`config.mk`:
```
export PLATFORM = sky130hd
export DESIGN_NAME = cw_executor_flat
export DESIGN_NICKNAME = d
export VERILOG_FILES = /design/src/rtl/cw_executor_if.sv /design/src/rtl/cw_executor.sv /design/src/flat_wrapper.sv
export SDC_FILE = /design/constraint.sdc
export NUM_CORES = 1
export LEC_CHECK = 0
export ABC_AREA = 1
export ABC_CLOCK_PERIOD_IN_PS = 1400
export CAP_MARGIN = 20
export CORE_MARGIN = 2
export CORE_UTILIZATION = 30
export DETAILED_ROUTE_END_ITERATION = 7
export PLACE_DENSITY = 0.57
export REMOVE_ABC_BUFFERS = 1
export SYNTH_ARGS = -nofsm -noshare
export SYNTH_HDL_FRONTEND = slang
export SYNTH_SLANG_ARGS = --single-unit
```
`constraint.sdc`:
```
create_clock -name clk -period 1.4 [get_ports clk]
set_clock_uncertainty 0.05 [all_clocks]
set_input_delay 0.21 -clock clk [delete_from_list [all_inputs] [get_ports clk]]
set_output_delay 0.21 -clock clk [all_outputs]
set_load 0.05 [all_outputs]
```
`src/rtl/cw_executor_if.sv`:
```
// Control-unit <-> executor bundle: control word handshake, memory handshake,
// latched datapath fields and strobes.
interface cw_executor_if;
  logic        cw_valid;
  logic        cw_ready;
  logic [35:0] control_word;
  logic [2:0]  ns_in;
  logic [3:0]  alu_flags;
  logic        mem_ack;
  logic [3:0]  micro_state;
  logic [3:0]  status;
  logic [4:0]  fs;
  logic [4:0]  sa;
  logic [4:0]  sb;
  logic [4:0]  da;
  logic        c0;
  logic        b_sel;
  logic        add_tri_sel;
  logic        data_tri_sel;
  logic        pc_sel;
  logic [1:0]  size;
  logic [1:0]  pc_fs;
  logic [1:0]  mem_cs;
  logic        reg_we;
  logic        ir_load;
  logic        pc_update;
  logic        mem_req;
  logic        mem_we;
  logic        instr_done;
  logic        mem_timeout;

  modport master (
    output cw_valid, control_word, ns_in, alu_flags, mem_ack,
    input  cw_ready, micro_state, status, fs, sa, sb, da, c0, b_sel,
           add_tri_sel, data_tri_sel, pc_sel, size, pc_fs, mem_cs,
           reg_we, ir_load, pc_update, mem_req, mem_we, instr_done, mem_timeout
  );

  modport slave (
    input  cw_valid, control_word, ns_in, alu_flags, mem_ack,
    output cw_ready, micro_state, status, fs, sa, sb, da, c0, b_sel,
           add_tri_sel, data_tri_sel, pc_sel, size, pc_fs, mem_cs,
           reg_we, ir_load, pc_update, mem_req, mem_we, instr_done, mem_timeout
  );
endinterface

```
`src/rtl/cw_executor.sv`:
```
// Microcode control-word executor: latches one control word per microstep and
// sequences EXEC, optional MEM handshake with timeout, and a WB strobe cycle.
module cw_executor #(
  parameter int TIMEOUT = 15
) (
  input  logic          clk,
  input  logic          rst_n,
  cw_executor_if.slave  bus
);

  typedef enum logic [1:0] {IDLE, EXEC, MEM, WB} state_t;

  localparam logic [3:0] TMO_LIM = 4'(TIMEOUT);

  state_t      state;
  logic [35:0] cw_q;
  logic [2:0]  ns_q;
  logic [3:0]  micro_q;
  logic [3:0]  status_q;
  logic [3:0]  tmo_cnt;
  logic        rdy_q;
  logic        reg_we_q;
  logic        ir_load_q;
  logic        pc_upd_q;
  logic        mem_req_q;
  logic        mem_we_q;
  logic        done_q;
  logic        tmo_q;
  logic [3:0]  tmo_nxt;
  logic        unused_rsvd;

  assign tmo_nxt     = tmo_cnt + 4'd1;
  assign unused_rsvd = cw_q[0];

  always_ff @(posedge clk or negedge rst_n) begin
    if (!rst_n) begin
      state     <= IDLE;
      cw_q      <= '0;
      ns_q      <= '0;
      micro_q   <= '0;
      status_q  <= '0;
      tmo_cnt   <= '0;
      rdy_q     <= 1'b1;
      reg_we_q  <= 1'b0;
      ir_load_q <= 1'b0;
      pc_upd_q  <= 1'b0;
      mem_req_q <= 1'b0;
      mem_we_q  <= 1'b0;
      done_q    <= 1'b0;
      tmo_q     <= 1'b0;
    end else begin
      reg_we_q  <= 1'b0;
      ir_load_q <= 1'b0;
      pc_upd_q  <= 1'b0;
      done_q    <= 1'b0;
      tmo_q     <= 1'b0;
      case (state)
        IDLE: begin
          if (bus.cw_valid && rdy_q) begin
            cw_q  <= bus.control_word;
            ns_q  <= bus.ns_in;
            rdy_q <= 1'b0;
            state <= EXEC;
          end
        end
        EXEC: begin
          if (cw_q[13:12] != 2'b00) begin
            mem_req_q <= 1'b1;
            mem_we_q  <= cw_q[10];
            tmo_cnt   <= '0;
            state     <= MEM;
          end else begin
            state <= WB;
          end
        end
        MEM: begin
          // An ack on the final allowed cycle wins over the timeout.
          if (bus.mem_ack) begin
            mem_req_q <= 1'b0;
            mem_we_q  <= 1'b0;
            state     <= WB;
          end else if (tmo_nxt == TMO_LIM) begin
            mem_req_q <= 1'b0;
            mem_we_q  <= 1'b0;
            tmo_q     <= 1'b1;
            tmo_cnt   <= '0;
            micro_q   <= '0;
            rdy_q     <= 1'b1;
            state     <= IDLE;
          end else begin
            tmo_cnt <= tmo_nxt;
          end
        end
        WB: begin
          reg_we_q  <= cw_q[15];
          ir_load_q <= cw_q[9];
          pc_upd_q  <= (cw_q[2:1] != 2'b00);
          if (cw_q[8]) status_q <= bus.alu_flags;
          if (ns_q == 3'b000) begin
            done_q  <= 1'b1;
            micro_q <= '0;
          end else begin
            micro_q <= micro_q + 4'd1;
          end
          rdy_q <= 1'b1;
          state <= IDLE;
        end
        default: state <= IDLE;
      endcase
    end
  end

  assign bus.cw_ready     = rdy_q;
  assign bus.micro_state  = micro_q;
  assign bus.status       = status_q;
  assign bus.fs           = cw_q[35:31];
  assign bus.sa           = cw_q[30:26];
  assign bus.sb           = cw_q[25:21];
  assign bus.da           = cw_q[20:16];
  assign bus.c0           = cw_q[14];
  assign bus.mem_cs       = cw_q[13:12];
  assign bus.b_sel        = cw_q[11];
  assign bus.size         = cw_q[7:6];
  assign bus.add_tri_sel  = cw_q[5];
  assign bus.data_tri_sel = cw_q[4];
  assign bus.pc_sel       = cw_q[3];
  assign bus.pc_fs        = cw_q[2:1];
  assign bus.reg_we       = reg_we_q;
  assign bus.ir_load      = ir_load_q;
  assign bus.pc_update    = pc_upd_q;
  assign bus.mem_req      = mem_req_q;
  assign bus.mem_we       = mem_we_q;
  assign bus.instr_done   = done_q;
  assign bus.mem_timeout  = tmo_q;

endmodule

```
`src/flat_wrapper.sv`:
```
// flat-port wrapper written by rule: the top's interface ports become plain ports
module cw_executor_flat 
#(
  parameter int TIMEOUT = 15
)
  (clk, rst_n, bus_cw_valid, bus_control_word, bus_ns_in, bus_alu_flags, bus_mem_ack, bus_cw_ready, bus_micro_state, bus_status, bus_fs, bus_sa, bus_sb, bus_da, bus_c0, bus_b_sel, bus_add_tri_sel, bus_data_tri_sel, bus_pc_sel, bus_size, bus_pc_fs, bus_mem_cs, bus_reg_we, bus_ir_load, bus_pc_update, bus_mem_req, bus_mem_we, bus_instr_done, bus_mem_timeout);
  cw_executor_if bus_i ();
  input  logic clk;
  input  logic rst_n;
  input wire logic [$bits(bus_i.cw_valid)-1:0] bus_cw_valid;
  input wire logic [$bits(bus_i.control_word)-1:0] bus_control_word;
  input wire logic [$bits(bus_i.ns_in)-1:0] bus_ns_in;
  input wire logic [$bits(bus_i.alu_flags)-1:0] bus_alu_flags;
  input wire logic [$bits(bus_i.mem_ack)-1:0] bus_mem_ack;
  output wire logic [$bits(bus_i.cw_ready)-1:0] bus_cw_ready;
  output wire logic [$bits(bus_i.micro_state)-1:0] bus_micro_state;
  output wire logic [$bits(bus_i.status)-1:0] bus_status;
  output wire logic [$bits(bus_i.fs)-1:0] bus_fs;
  output wire logic [$bits(bus_i.sa)-1:0] bus_sa;
  output wire logic [$bits(bus_i.sb)-1:0] bus_sb;
  output wire logic [$bits(bus_i.da)-1:0] bus_da;
  output wire logic [$bits(bus_i.c0)-1:0] bus_c0;
  output wire logic [$bits(bus_i.b_sel)-1:0] bus_b_sel;
  output wire logic [$bits(bus_i.add_tri_sel)-1:0] bus_add_tri_sel;
  output wire logic [$bits(bus_i.data_tri_sel)-1:0] bus_data_tri_sel;
  output wire logic [$bits(bus_i.pc_sel)-1:0] bus_pc_sel;
  output wire logic [$bits(bus_i.size)-1:0] bus_size;
  output wire logic [$bits(bus_i.pc_fs)-1:0] bus_pc_fs;
  output wire logic [$bits(bus_i.mem_cs)-1:0] bus_mem_cs;
  output wire logic [$bits(bus_i.reg_we)-1:0] bus_reg_we;
  output wire logic [$bits(bus_i.ir_load)-1:0] bus_ir_load;
  output wire logic [$bits(bus_i.pc_update)-1:0] bus_pc_update;
  output wire logic [$bits(bus_i.mem_req)-1:0] bus_mem_req;
  output wire logic [$bits(bus_i.mem_we)-1:0] bus_mem_we;
  output wire logic [$bits(bus_i.instr_done)-1:0] bus_instr_done;
  output wire logic [$bits(bus_i.mem_timeout)-1:0] bus_mem_timeout;
  assign bus_i.cw_valid = bus_cw_valid;
  assign bus_i.control_word = bus_control_word;
  assign bus_i.ns_in = bus_ns_in;
  assign bus_i.alu_flags = bus_alu_flags;
  assign bus_i.mem_ack = bus_mem_ack;
  assign bus_cw_ready = bus_i.cw_ready;
  assign bus_micro_state = bus_i.micro_state;
  assign bus_status = bus_i.status;
  assign bus_fs = bus_i.fs;
  assign bus_sa = bus_i.sa;
  assign bus_sb = bus_i.sb;
  assign bus_da = bus_i.da;
  assign bus_c0 = bus_i.c0;
  assign bus_b_sel = bus_i.b_sel;
  assign bus_add_tri_sel = bus_i.add_tri_sel;
  assign bus_data_tri_sel = bus_i.data_tri_sel;
  assign bus_pc_sel = bus_i.pc_sel;
  assign bus_size = bus_i.size;
  assign bus_pc_fs = bus_i.pc_fs;
  assign bus_mem_cs = bus_i.mem_cs;
  assign bus_reg_we = bus_i.reg_we;
  assign bus_ir_load = bus_i.ir_load;
  assign bus_pc_update = bus_i.pc_update;
  assign bus_mem_req = bus_i.mem_req;
  assign bus_mem_we = bus_i.mem_we;
  assign bus_instr_done = bus_i.instr_done;
  assign bus_mem_timeout = bus_i.mem_timeout;
  cw_executor #(.TIMEOUT(TIMEOUT)) u_core (.clk(clk), .rst_n(rst_n), .bus(bus_i));
endmodule
```
==> flow_summary.json <==
{
  "place.gp.congestion": 0.823,
  "hold_class": "in -> async",
  "clk_path_buf_depth": 2,
  "wire_per_inst_um": 13.6,
  "start_kind": "flop",
  "first_pass_iters": 4,
  "dp_slack_ns": -0.170,
  "grt_pass1_vias": 2292,
  "cts.sink_count": 60,
  "powerDensity_mw_per_mm2": 2510,
  "synth-seq-cells": 60,
  "ys_warn_count": 0,
  "port_buffers": 92,
  "arrival_ns": 1.63,
  "setup_viol": 35,
  "worst_slack_ns": -0.0710,
  "grt_pass1_wl_um": 10800,
  "overflow": 0,
  "num-fill-cells": 774,
  "cp_cell_sequence": "buf_4 -> buf_4 -> nand3_1 -> nand2_1 -> nand2_2 -> nand2_4 -> nand2_4 -> nand3_1 -> nand2_1 -> nand2_1",
  "power_leakage_nw": 2.25,
  "drcViolationCount": 0,
  "tightest_slew_ns": 0.331,
  "synth_area_leader_cell": "dfrtp_1",
  "cts_tree": "yes",
  "grt_usage": 0.138,
  "final_cells": 472,
  "pin_count": 94,
  "antenna_found_initial": 0,
  "crit_buf_inv": 2,
  "avgSynthCellArea_um2": 11.2,
  "layout-drive-gt1-share": 0.463,
  "path_clk_slew_ns": 0.07,
  "drtIter0Drc": 96,
  "slew_viol_final": 0,
  "design_area_mm2": 0.00485,
  "violations": "setup timing",
  "period_needed_ns": 1.47,
  "maxCapViolCount": 0,
  "hold_violations": 0,
  "fin_crit_sh": 1.05,
  "diodes": 0,
  "synth_top_family_by_area": "multiplexers",
  "synth.top_cell.area_share": 0.528,
  "synthDistinctLibCells": 22,
  "core-area_mm2": 0.00915,
  "start_util": 0.306,
  "critPathSlowestCell": "dfrtp_1",
  "nets": 411,
  "max_freq_mhz": 680,
  "grt_max_degree": 61,
  "num_vias": 2086,
  "critPathMaxFanout": 5,
  "fp.dieH_um": 101,
  "numCtsBuffers": 9,
  "syn_inst": 249,
  "synthSimpleGateAreaFrac": 0.138,
  "wl_um": 6430,
  "synth-xor-area-share": 0.00313,
  "num_rows": 35,
  "yosysSeqAreaShare": 0.537,
  "die-area_mm2": 0.0101,
  "worstSetupPathType": "reg -> reg",
  "synth_fa_ha_area_frac": 0.0358,
  "slowest_delay_ns": 0.42,
  "yosys-top-cells-area": "dfrtp_1 (53%), mux2_2 (15%), buf_4 (7.0%), nand2_1 (5.0%), ha_1 (3.6%)",
  "synth_compound_area_frac": 0.0161,
  "crit_required_ns": 1.56,
  "vias_per_cell": 4.42,
  "place_area_mm2": 0.00423,
  "ant_nets": 0,
  "ir_drop_uv": 1400,
  "rsz0062_at_grt": "true",
  "worst_path_most_repeated_cell": "nand2_1",
  "clock_latency_ns": 0.33,
  "dpl.hpwl_um": 4410,
  "crit_family": "simple AND/OR/NAND/NOR gates",
  "areaGrowthSynthToFinish_pct": 73.4,
  "clockRootBuffer": "clkbuf_8",
  "syn_area_mm2": 0.00280,
  "power_mw": 12.2,
  "synthMuxAreaShare": 0.153,
  "htreeDepth": 3,
  "max_slew_margin": 0.779,
  "dieWidth_um": 101,
  "crit_path_end_kind": "flop",
  "hold_ws_ns": 0.359,
  "status": "finished with violations",
  "dp_cells": 437
}
-- what timing repair did --
action	CTS	global route
hold buffers	1	0
gates cloned	4	0
buffers inserted	15	1
endpoints found under the setup margin	53	54
hold endpoints to repair	59	0
pin swaps	5	3
resized for setup	42	15
-- logic make-up after synthesis --
kind of cell / count (synthesis)
flip-flops: 60
adder cells (fa/ha/maj): 8
AND/OR/NAND/NOR: 83
XOR/XNOR: 1
buffers and inverters: 51
AO/OA/AOI/OAI: 8
multiplexers: 38
-- cell usage in the layout (no fill, tap or decap), types with 3 or more instances in the layout --
cell              n
mux2_2           32
clkdlybuf4s50_1  44
ha_4              4
buf_12           50
inv_2             5
nand4_1          10
dfrtp_1          59
nor2_1           15
clkbuf_8         10
buf_16            3
nand2_1          31
nor2_4            4
buf_4            20
nand2_2           7
nand2_4           5
nand3_1           5
a21oi_1           4
mux2_4            6
inv_1            15
buf_6             7
ha_1              3
-- final cells by class --
cell class,count,area (µm²),share of cell area
Inverter,20,75.1,0.0155
Clock buffer,12,145,0.0299
Sequential cell,60,1500,0.310
Tap cell,111,139,0.0286
Clock inverter,4,72.6,0.0150
Multi-Input combinational cell,138,1130,0.234
Timing Repair Buffer,127,1780,0.368
-- final timing paths --
check,depth (start not counted),endpoint,slack (ns),start
worst max-delay path,10,u_core.state[1],-0.07,u_core.tmo_cnt[0]
worst min-delay path,3,u_core.bus.reg_we,0.36,rst_n
worst max register to register,10,u_core.state[1],-0.07,u_core.tmo_cnt[0]
worst min register to register,2,u_core.bus.ir_load,0.41,u_core.cw_q[9]
max in group asynchronous,3,u_core.bus.cw_ready,0.62,rst_n
min in group clk,2,u_core.bus.ir_load,0.41,u_core.cw_q[9]
-- worst min-delay path, cell delays in order --
cell and delay [ns]:
dlygate4sd3_1 0.52, buf_2 0.12, buf_12 0.29
-- through the flow --
stage	setup TNS, ns	util
finish	-1.85	0.530
global route	-4.83	0.530
CTS	-0.981	0.528
detailed placement	-6.88	0.462
global placement	-5.22	0.462
floorplan	-21.75	-
-- routing by layer --
metal,vias up,part of all wire,track usage
li1,1003,-,-
met1,1015,0.40,0.160
met2,60,0.51,0.232
met3,8,0.075,0.0631
met4,0,0.011,0.0369
met5,-,0,0
-- synthesized netlist by cell type --
cell and count:
nand3_2 1, nand4_1 10, nor2_1 17, nor2_4 2, buf_6 5, nand2_2 6
nand3_1 8, ha_1 8, a21boi_0 1, inv_2 1, inv_1 19, o22ai_1 2
xnor2_1 1, nor2_2 1, mux2_2 38, nor3_1 1, dfstp_2 1, nand2_1 37
a21oi_1 4, dfrtp_1 59, o21ai_1 1, buf_4 26
-- state kept, by name (all words and copies together), names as in the netlist, 2 cells and up --
signal                  cells
u_core.bus.micro_state      4
u_core.state                2
u_core.cw_q                35
u_core.tmo_cnt              4
u_core.bus.status           4
u_core.ns_q                 3
-- power breakdown --
group	leakage, nW	switching, mW	internal [mW]
logic	1.41	3.56	3.74
clock network	0.107	0.669	1.05
registers	0.737	0.703	2.48
Power figures use the tool's default switching activity.
